===== src/rtl/i2s_rx_dma_ctrl.sv =====
// I2S receive DMA: drains the RX FIFO in bursts into a circular word buffer
// through a single-beat write master, with sticky half/wrap interrupt flags.
module i2s_rx_dma_ctrl #(
  parameter int AW = 4,
  parameter int IW = 16
) (
  input  logic          clk,
  input  logic          rst,
  input  logic          en,
  input  logic          flush,
  input  logic [31:0]   start_addr,
  input  logic [IW-1:0] buf_words,
  input  logic [AW-1:0] burst_len,
  input  logic [AW-1:0] fifo_level,
  input  logic          fifo_empty,
  input  logic [31:0]   fifo_rdata,
  output logic          fifo_rd,
  output logic          m_req,
  output logic [31:0]   m_addr,
  output logic [31:0]   m_wdata,
  input  logic          m_ack,
  input  logic [1:0]    irq_clr,
  output logic          half_flag,
  output logic          wrap_flag,
  output logic [IW-1:0] word_idx,
  output logic          busy
);

  // Write handshake: m_req is valid, m_ack is ready; a word transfers on a
  // rising edge where both are high, and m_req/m_addr/m_wdata hold until then.
  typedef enum logic [1:0] {IDLE, POP, REQ} state_e;

  localparam logic [AW-1:0] CNT_ONE = AW'(1);
  localparam logic [IW-1:0] IDX_ONE = IW'(1);

  state_e        state_q, state_d;
  logic [AW-1:0] cnt_q, cnt_d;
  logic [31:0]   wdata_q, wdata_d;
  logic [IW-1:0] idx_q, idx_d;
  logic          half_q, half_d;
  logic          wrap_q, wrap_d;

  logic [AW-1:0] bl;
  logic [IW-1:0] bw;
  logic [IW-1:0] idx_next;
  logic          at_end;
  logic          hit_half;

  assign bl = (burst_len == '0) ? CNT_ONE : burst_len;
  assign bw = (buf_words == '0) ? IDX_ONE : buf_words;

  // >= rather than == so a ring shrunk below the current index still wraps.
  assign at_end   = (idx_q >= (bw - IDX_ONE));
  assign idx_next = at_end ? '0 : (idx_q + IDX_ONE);
  assign hit_half = (idx_next == (bw >> 1)) && (bw[IW-1:1] != '0);

  always_comb begin
    state_d = state_q;
    cnt_d   = cnt_q;
    wdata_d = wdata_q;
    idx_d   = idx_q;
    half_d  = half_q & ~irq_clr[0];
    wrap_d  = wrap_q & ~irq_clr[1];
    fifo_rd = 1'b0;
    m_req   = 1'b0;
    case (state_q)
      IDLE: begin
        if (!en) begin
          idx_d = '0;
        end else if (fifo_level >= bl) begin
          cnt_d   = bl;
          state_d = POP;
        end else if (flush && !fifo_empty) begin
          cnt_d   = fifo_level;
          state_d = POP;
        end
      end
      POP: begin
        if (fifo_empty) begin
          state_d = IDLE;
        end else begin
          fifo_rd = 1'b1;
          wdata_d = fifo_rdata;
          state_d = REQ;
        end
      end
      REQ: begin
        m_req = 1'b1;
        if (m_ack) begin
          idx_d = idx_next;
          cnt_d = cnt_q - CNT_ONE;
          if (hit_half) half_d = 1'b1;
          if (at_end) wrap_d = 1'b1;
          state_d = ((cnt_q != CNT_ONE) && en) ? POP : IDLE;
        end
      end
      default: state_d = IDLE;
    endcase
  end

  always_ff @(posedge clk or posedge rst) begin
    if (rst) begin
      state_q <= IDLE;
      cnt_q   <= '0;
      wdata_q <= '0;
      idx_q   <= '0;
      half_q  <= 1'b0;
      wrap_q  <= 1'b0;
    end else begin
      state_q <= state_d;
      cnt_q   <= cnt_d;
      wdata_q <= wdata_d;
      idx_q   <= idx_d;
      half_q  <= half_d;
      wrap_q  <= wrap_d;
    end
  end

  assign m_addr    = {start_addr[31:2], 2'b00} + (32'(idx_q) << 2);
  assign m_wdata   = wdata_q;
  assign word_idx  = idx_q;
  assign half_flag = half_q;
  assign wrap_flag = wrap_q;
  assign busy      = (state_q != IDLE);

endmodule


===== config.mk =====
export PLATFORM = sky130hd
export DESIGN_NAME = i2s_rx_dma_ctrl
export DESIGN_NICKNAME = d
export VERILOG_FILES = /design/src/rtl/i2s_rx_dma_ctrl.sv
export SDC_FILE = /design/constraint.sdc
export NUM_CORES = 1
export LEC_CHECK = 0
export CORE_MARGIN = 8
export CORE_UTILIZATION = 46
export CTS_CLUSTER_DIAMETER = 150
export DETAILED_ROUTE_END_ITERATION = 6
export GPL_TIMING_DRIVEN = 0
export PLACE_DENSITY_LB_ADDON = 0.08
export SKIP_LAST_GASP = 1
export SLEW_MARGIN = 20
export SYNTH_ARGS = -nofsm -noshare
export SYNTH_HDL_FRONTEND = slang
export SYNTH_SLANG_ARGS = --single-unit
export TNS_END_PERCENT = 30

===== constraint.sdc =====
create_clock -name clk -period 4.3 [get_ports clk]
set_input_delay 0.86 -clock clk [delete_from_list [all_inputs] [get_ports clk]]
set_output_delay 0.86 -clock clk [all_outputs]
set_load 0.01 [all_outputs]

# Yosys cells after proc, flatten, opt, wreduce, memory -nomap -nowiden
# Index checks and enable logic that the tools add are counted.
# word_totals
output_inout_bits,85
register_bits,56
word_cells,66
inputBits,96
# op_classes
order_cmp,2
eq_ne,8
bitwise_logic,5
n_mux,27
add_sub_neg,4
n_reduce_logical,14
# op_table
op,n
16-bit 2-to-1 mux,4
32-bit by 18-bit adder with 32-bit output,1
16-bit case mux with 2 select lines,1
4-bit 2-to-1 mux,5
"16-bit by 1-bit adder with 16-bit output, second input constant",1
16-bit by 15-bit equality test with 1-bit output,1
16-bit >= comparator,1
16-bit zero test,1
"16-bit by 1-bit subtractor with 16-bit output, second input constant",1
15-bit nonzero test,1
1-bit 2-to-1 mux,10
2-bit 2-to-1 mux,5
4-bit case mux with 2 select lines,1
"2-bit inequality test, second input constant",3
2-bit case mux with 3 select lines,1
3-bit AND reduction,2
4-bit >= comparator,1
4-bit zero test,1
"4-bit by 1-bit inequality test with 1-bit output, second input constant",1
4-bit AND reduction,1
2-bit nonzero test,2
"4-bit by 1-bit subtractor with 4-bit output, second input constant",1
1-bit logical AND,3
"3-bit inequality test, second input constant",1
other kinds (7),10

# Depth between registers and ports, before layout
# depth
word_depth,10
ltp_mapped,20
ltp_nobuf,18

# Worst setup path before layout
# Ideal clock, no wire load.
# synth_timing
path_kind,input-to-reg
start,in buf_words[5]
end,reg idx_q[9] (netlist: word_idx[9])
path_buffers,3
arrival_ns,4.463
required_ns,4.204
setup_slack_ns,-0.258
cell_stages,19
setup_time_ns,0.096
cell_sequence,clkbuf_1 nor4_1 and2b_2 and4b_1 nor2_1 ha_1 nor3b_1 nand2_1 nor4_1 xnor2_1 ha_1 and4_1 a221oi_1 buf_2 nand4_1 clkbuf_1 a21oi_1 o21ai_0 o31ai_1
# synth_between
elab_chain_len,7
# synth_lines
element,line_no,rtl
"start, declared",12,"input logic [IW-1:0] buf_words,"
16-bit zero test,50,assign bw = (buf_words == '0) ? IDX_ONE : buf_words;
16-bit 2-to-1 mux *,50,
16-bit by 1-bit subtractor with 16-bit output *,53,assign at_end = (idx_q >= (bw - IDX_ONE));
16-bit >= comparator *,53,
16-bit 2-to-1 mux *,54,assign idx_next = at_end ? '0 : (idx_q + IDX_ONE);
16-bit 2-to-1 mux *,89,if (m_ack) begin
16-bit case mux with 2 select lines *,66,case (state_q)
"end signal, assigned",113,idx_q <= idx_d;
"end, declared",39,"logic [IW-1:0] idx_q, idx_d;"
# Mark *: on every way between the ends. The rest lies on a longest branch, timed or not. The select of a mux whose other input is x is not followed.
# A chain may end at the register's enable or synchronous reset.

# Worst setup path after layout
# layout_timing
start,in buf_words[12]
end,reg idx_q[9] (netlist: word_idx[9])
# Same word-level chain as after synthesis.

==> reports/results.md <==
* **run status** finished with violations
* **failing checks** setup timing
* **most common flop cell mapped by yosys** dfrtp_1
* **count of buffers inserted at the top-level ports** 172
* **Post-Place Setup Slack** -1.06 ns
* **worst min-delay path category** reg -> reg
* **detailed-route DRC error count** 0
* **TritonCTS clock tree** done
* **reg2reg path depth** 9
* **final worst setup slack** -0.111 ns
* **crit path capture type** flip-flop
* **horizontal die dimension** 119 um
* **Core Area** 10300 um^2
* **routability cong.** 0.916
* **cell area after technology mapping** 4860 um^2
* **actual transition at the worst max-transition pin** 0.874 ns
* **area share of the largest cell type after synthesis** 28.8%
* **worst hold stages** 1
* **Max Cap Viol** 0
* **chip height** 119 um
* **library cell used as clock root buffer** clkbuf_8
* **worst rel slew slack** 41.6%
* **FF+latch count, synth** 56
* **Num CTS Buffers** 5
* **crit start category** input pin
* **required time worst endpoint** 4.50 ns
* **final hold viol count** 0
* **time the worst path needs with I/O delays and setup** 4.41 ns
* **number of buffers inserted for hold repair after clock tree synthesis** 0
* **fraction of layout instances using a drive strength above 1** 21.8%
* **total number of placement rows** 37
* **violation count after the first detailed-route iteration** 383
* **number of synthesized flops with an enable pin** 0
* **cells after synthesis** 539
* **count of nets after finishing** 888
* **antenna cell count** 0
* **via count of the first global-routing pass** 5264
* **Synth-to-Final Area Change** 53.9%
* **Max Freq** 227 MHz
* **full die area** 14100 um^2
* **post-layout instance area** 7480 um^2
* **fill cell count** 789
* **count of antenna-violating nets left after detailed routing** 0
* **total power density per cell area** 321 nW/um^2
* **arrival time at the worst endpoint** 4.61 ns
* **Via-to-Cell Ratio** 5.65
* **post-detailed-placement half-perimeter wirelength** 12.0 mm
* **Warnings, synthesis** 0
* **cell types occupying the most area after synthesis** dfrtp_1, ha_1, mux2_2
* **RSZ-0062 raised after global routing** yes
* **number of buffers on the longest clock path** 2
* **initial antenna violation count** 0
* **number of iterations in the first detailed-routing pass** 5
* **overall via count from detail_route** 5015
* **Final Skew** 0.00772 ns
* **part of the Yosys area used for sequential elements** 28.8%
* **Area after DPL** 6800 um^2
* **# IOs** 181
* **static leakage** 3.17 nW
* **mean instance size in the synthesized netlist** 9.02 um^2
* **remaining global-route overflow** 0
* **dominant cell type by area after synthesis** dfrtp_1
* **CP Class** in -> reg
* **pin count of the biggest net entering global routing** 57
* **number of sinks on the clock net** 56
* **Final Slew Violations** 0
* **overall routing resource usage** 21.4%
* **asr flop ratio synth** 100%
* **overall routed net length** 16.2 mm
* **maximum fanout along the worst path** 5
* **Max rail drop VDD** 365 uV
* **number of levels the H-tree was split into** 2
* **Final setup viols** 14
* **insertion delay of the later-clocked pin in the worst-skew pair** 0.30 ns
* **Distinct cells, synth** 78
* **clock input transition at the sequential cells of the worst setup and hold paths** 0.09 ns
* **starting density of the core** 47.3%
* **first-pass GRT wire length** 25.6 mm
* **routed length per placed instance** 18.2 um
* **final critical-path share of the clock period** 103%
## state kept, by name, summed over array words and instances, names as in the netlist
| signal | count |
|---|---|
| wrap_flag | 1 |
| m_wdata | 32 |
| word_idx | 16 |
| half_flag | 1 |
| cnt_q | 4 |
| state_q | 2 |
## worst paths after layout
path	startpoint	endpoint	slack (ns)
setup / recovery	buf_words[12]	word_idx[9]$_DFFE_PP0P_	-0.11
hold / removal	m_wdata[17]$_DFFE_PP0P_	m_wdata[17]$_DFFE_PP0P_	0.51
setup reg to reg	word_idx[1]$_DFFE_PP0P_	half_flag$_DFF_PP0_	1.41
hold reg to reg	m_wdata[17]$_DFFE_PP0P_	m_wdata[17]$_DFFE_PP0P_	0.51
max in group asynchronous	rst	cnt_q[1]$_DFFE_PP0P_	2.83
min in group asynchronous	rst	wrap_flag$_DFF_PP0_	1.01
## report_power, final
part           internal (mW)  switching, mW  total, mW
clock network          0.206          0.165      0.370
registers              0.710          0.119      0.829
logic                  0.691          0.515       1.21
total                   1.61          0.799       2.41
## timing repair
action | in CTS | in global routing
endpoints found under the setup margin | 40 | 37
setup buffers | 23 | 8
resized for setup | 90 | 52
gates cloned | 3 | 0
pin swaps | 24 | 28
## cells by family after synthesis
logic type	synth area share, %
and+or+nand+nor	21.4
xor gates and xnor gates	10.7
other	0.0771
adders and majority gates	10.7
muxes	7.83
AOI/OAI and AO/OA	15.9
buffers and inverters	4.53
DFF	28.8
## cell usage after synthesis, types with 4 or more instances
| master | instances |
|---|---|
| a21o_1 | 6 |
| a21oi_1 | 23 |
| a22o_1 | 5 |
| and2_1 | 4 |
| buf_4 | 4 |
| clkbuf_1 | 9 |
| dfrtp_1 | 56 |
| ha_1 | 40 |
| inv_1 | 28 |
| mux2_2 | 32 |
| nand2_1 | 44 |
| nand2b_1 | 10 |
| nand3_1 | 17 |
| nand4_1 | 9 |
| nor2_1 | 42 |
| nor3_1 | 12 |
| nor4_1 | 5 |
| o211ai_1 | 4 |
| o21a_1 | 5 |
| o21ai_0 | 35 |
| o21ai_1 | 6 |
| or3_1 | 4 |
| xnor2_1 | 39 |
| xor2_1 | 18 |
## per-layer routing
metal  up-vias  wire, um  share of wire (%)  GRT usage [%]
met2       224      7960                 49           38.2
met5         -         0                  0              0
met1      2384      6430                 40           24.1
met3        25      1510                9.3           7.33
met4         0       294                1.8           4.98
li1       2382         -                  -              -
## layout make-up
class	count	area (um^2)	area share (%)
clock inverters	1	30.0	0.401
multi-input cells	437	3580	47.9
inverters	30	115	1.54
repair buffers	204	1960	26.2
clock buffers	7	96.3	1.29
plain buffers	17	128	1.71
well taps	136	170	2.27
flip-flops and latches	56	1400	18.7
## placed cells by master, fill, tap and decap left out, drive strengths merged, types with 3 or more instances in the layout
| cell | n |
|---|---|
| mux2 | 32 |
| xor2 | 18 |
| o31ai | 4 |
| a21o | 6 |
| clkdlybuf4s15 | 6 |
| and3 | 4 |
| o211ai | 4 |
| or4 | 3 |
| nand2 | 44 |
| nor4 | 8 |
| a211oi | 4 |
| o21ai | 41 |
| a31oi | 3 |
| or3 | 4 |
| buf | 44 |
| nor2 | 42 |
| dlygate4sd2 | 15 |
| o21a | 5 |
| nand4 | 11 |
| inv | 29 |
| clkdlybuf4s50 | 142 |
| a22o | 5 |
| dfrtp | 56 |
| a21oi | 23 |
| and2 | 4 |
| xnor2 | 39 |
| nand2b | 10 |
| clkbuf | 19 |
| and4b | 3 |
| ha | 40 |
| nand3 | 20 |
| nor3 | 15 |
## critical path, cell delays in order
cell and delay, ns:
buf_8 0.10, or4_4 0.53, nor3_2 0.18, and4b_2 0.30, nor2_4 0.06, ha_4 0.16, nor3b_4 0.15, nand2_2 0.13
nor3_2 0.07, xnor2_1 0.14, ha_1 0.37, a21oi_2 0.18, nand2_2 0.08, a221oi_4 0.37, buf_6 0.18, nand4_1 0.22
clkbuf_8 0.24, a21oi_1 0.12, o21ai_1 0.07, o31ai_1 0.09
## through the flow
| stage | hold WS, ns | cells | setup TNS (ns) | utilization (%) | power (mW) |
|---|---|---|---|---|---|
| 4_1_cts | 0.518 | 881 | -1.37 | 70.8 | 2.41 |
| 2_1_floorplan | 0.512 | 540 | 0 | - | 1.36 |
| 3_3_place_gp | 0.489 | 848 | -26.06 | 66.1 | 1.95 |
| 5_1_grt | 0.535 | 888 | -3.64 | 72.8 | 2.56 |
| 6_report | 0.512 | 888 | -0.621 | 72.8 | 2.41 |
| 3_5_place_dp | 0.496 | 848 | -28.26 | 66.1 | 1.99 |
Note: power is estimated with default switching activity, not from simulation.
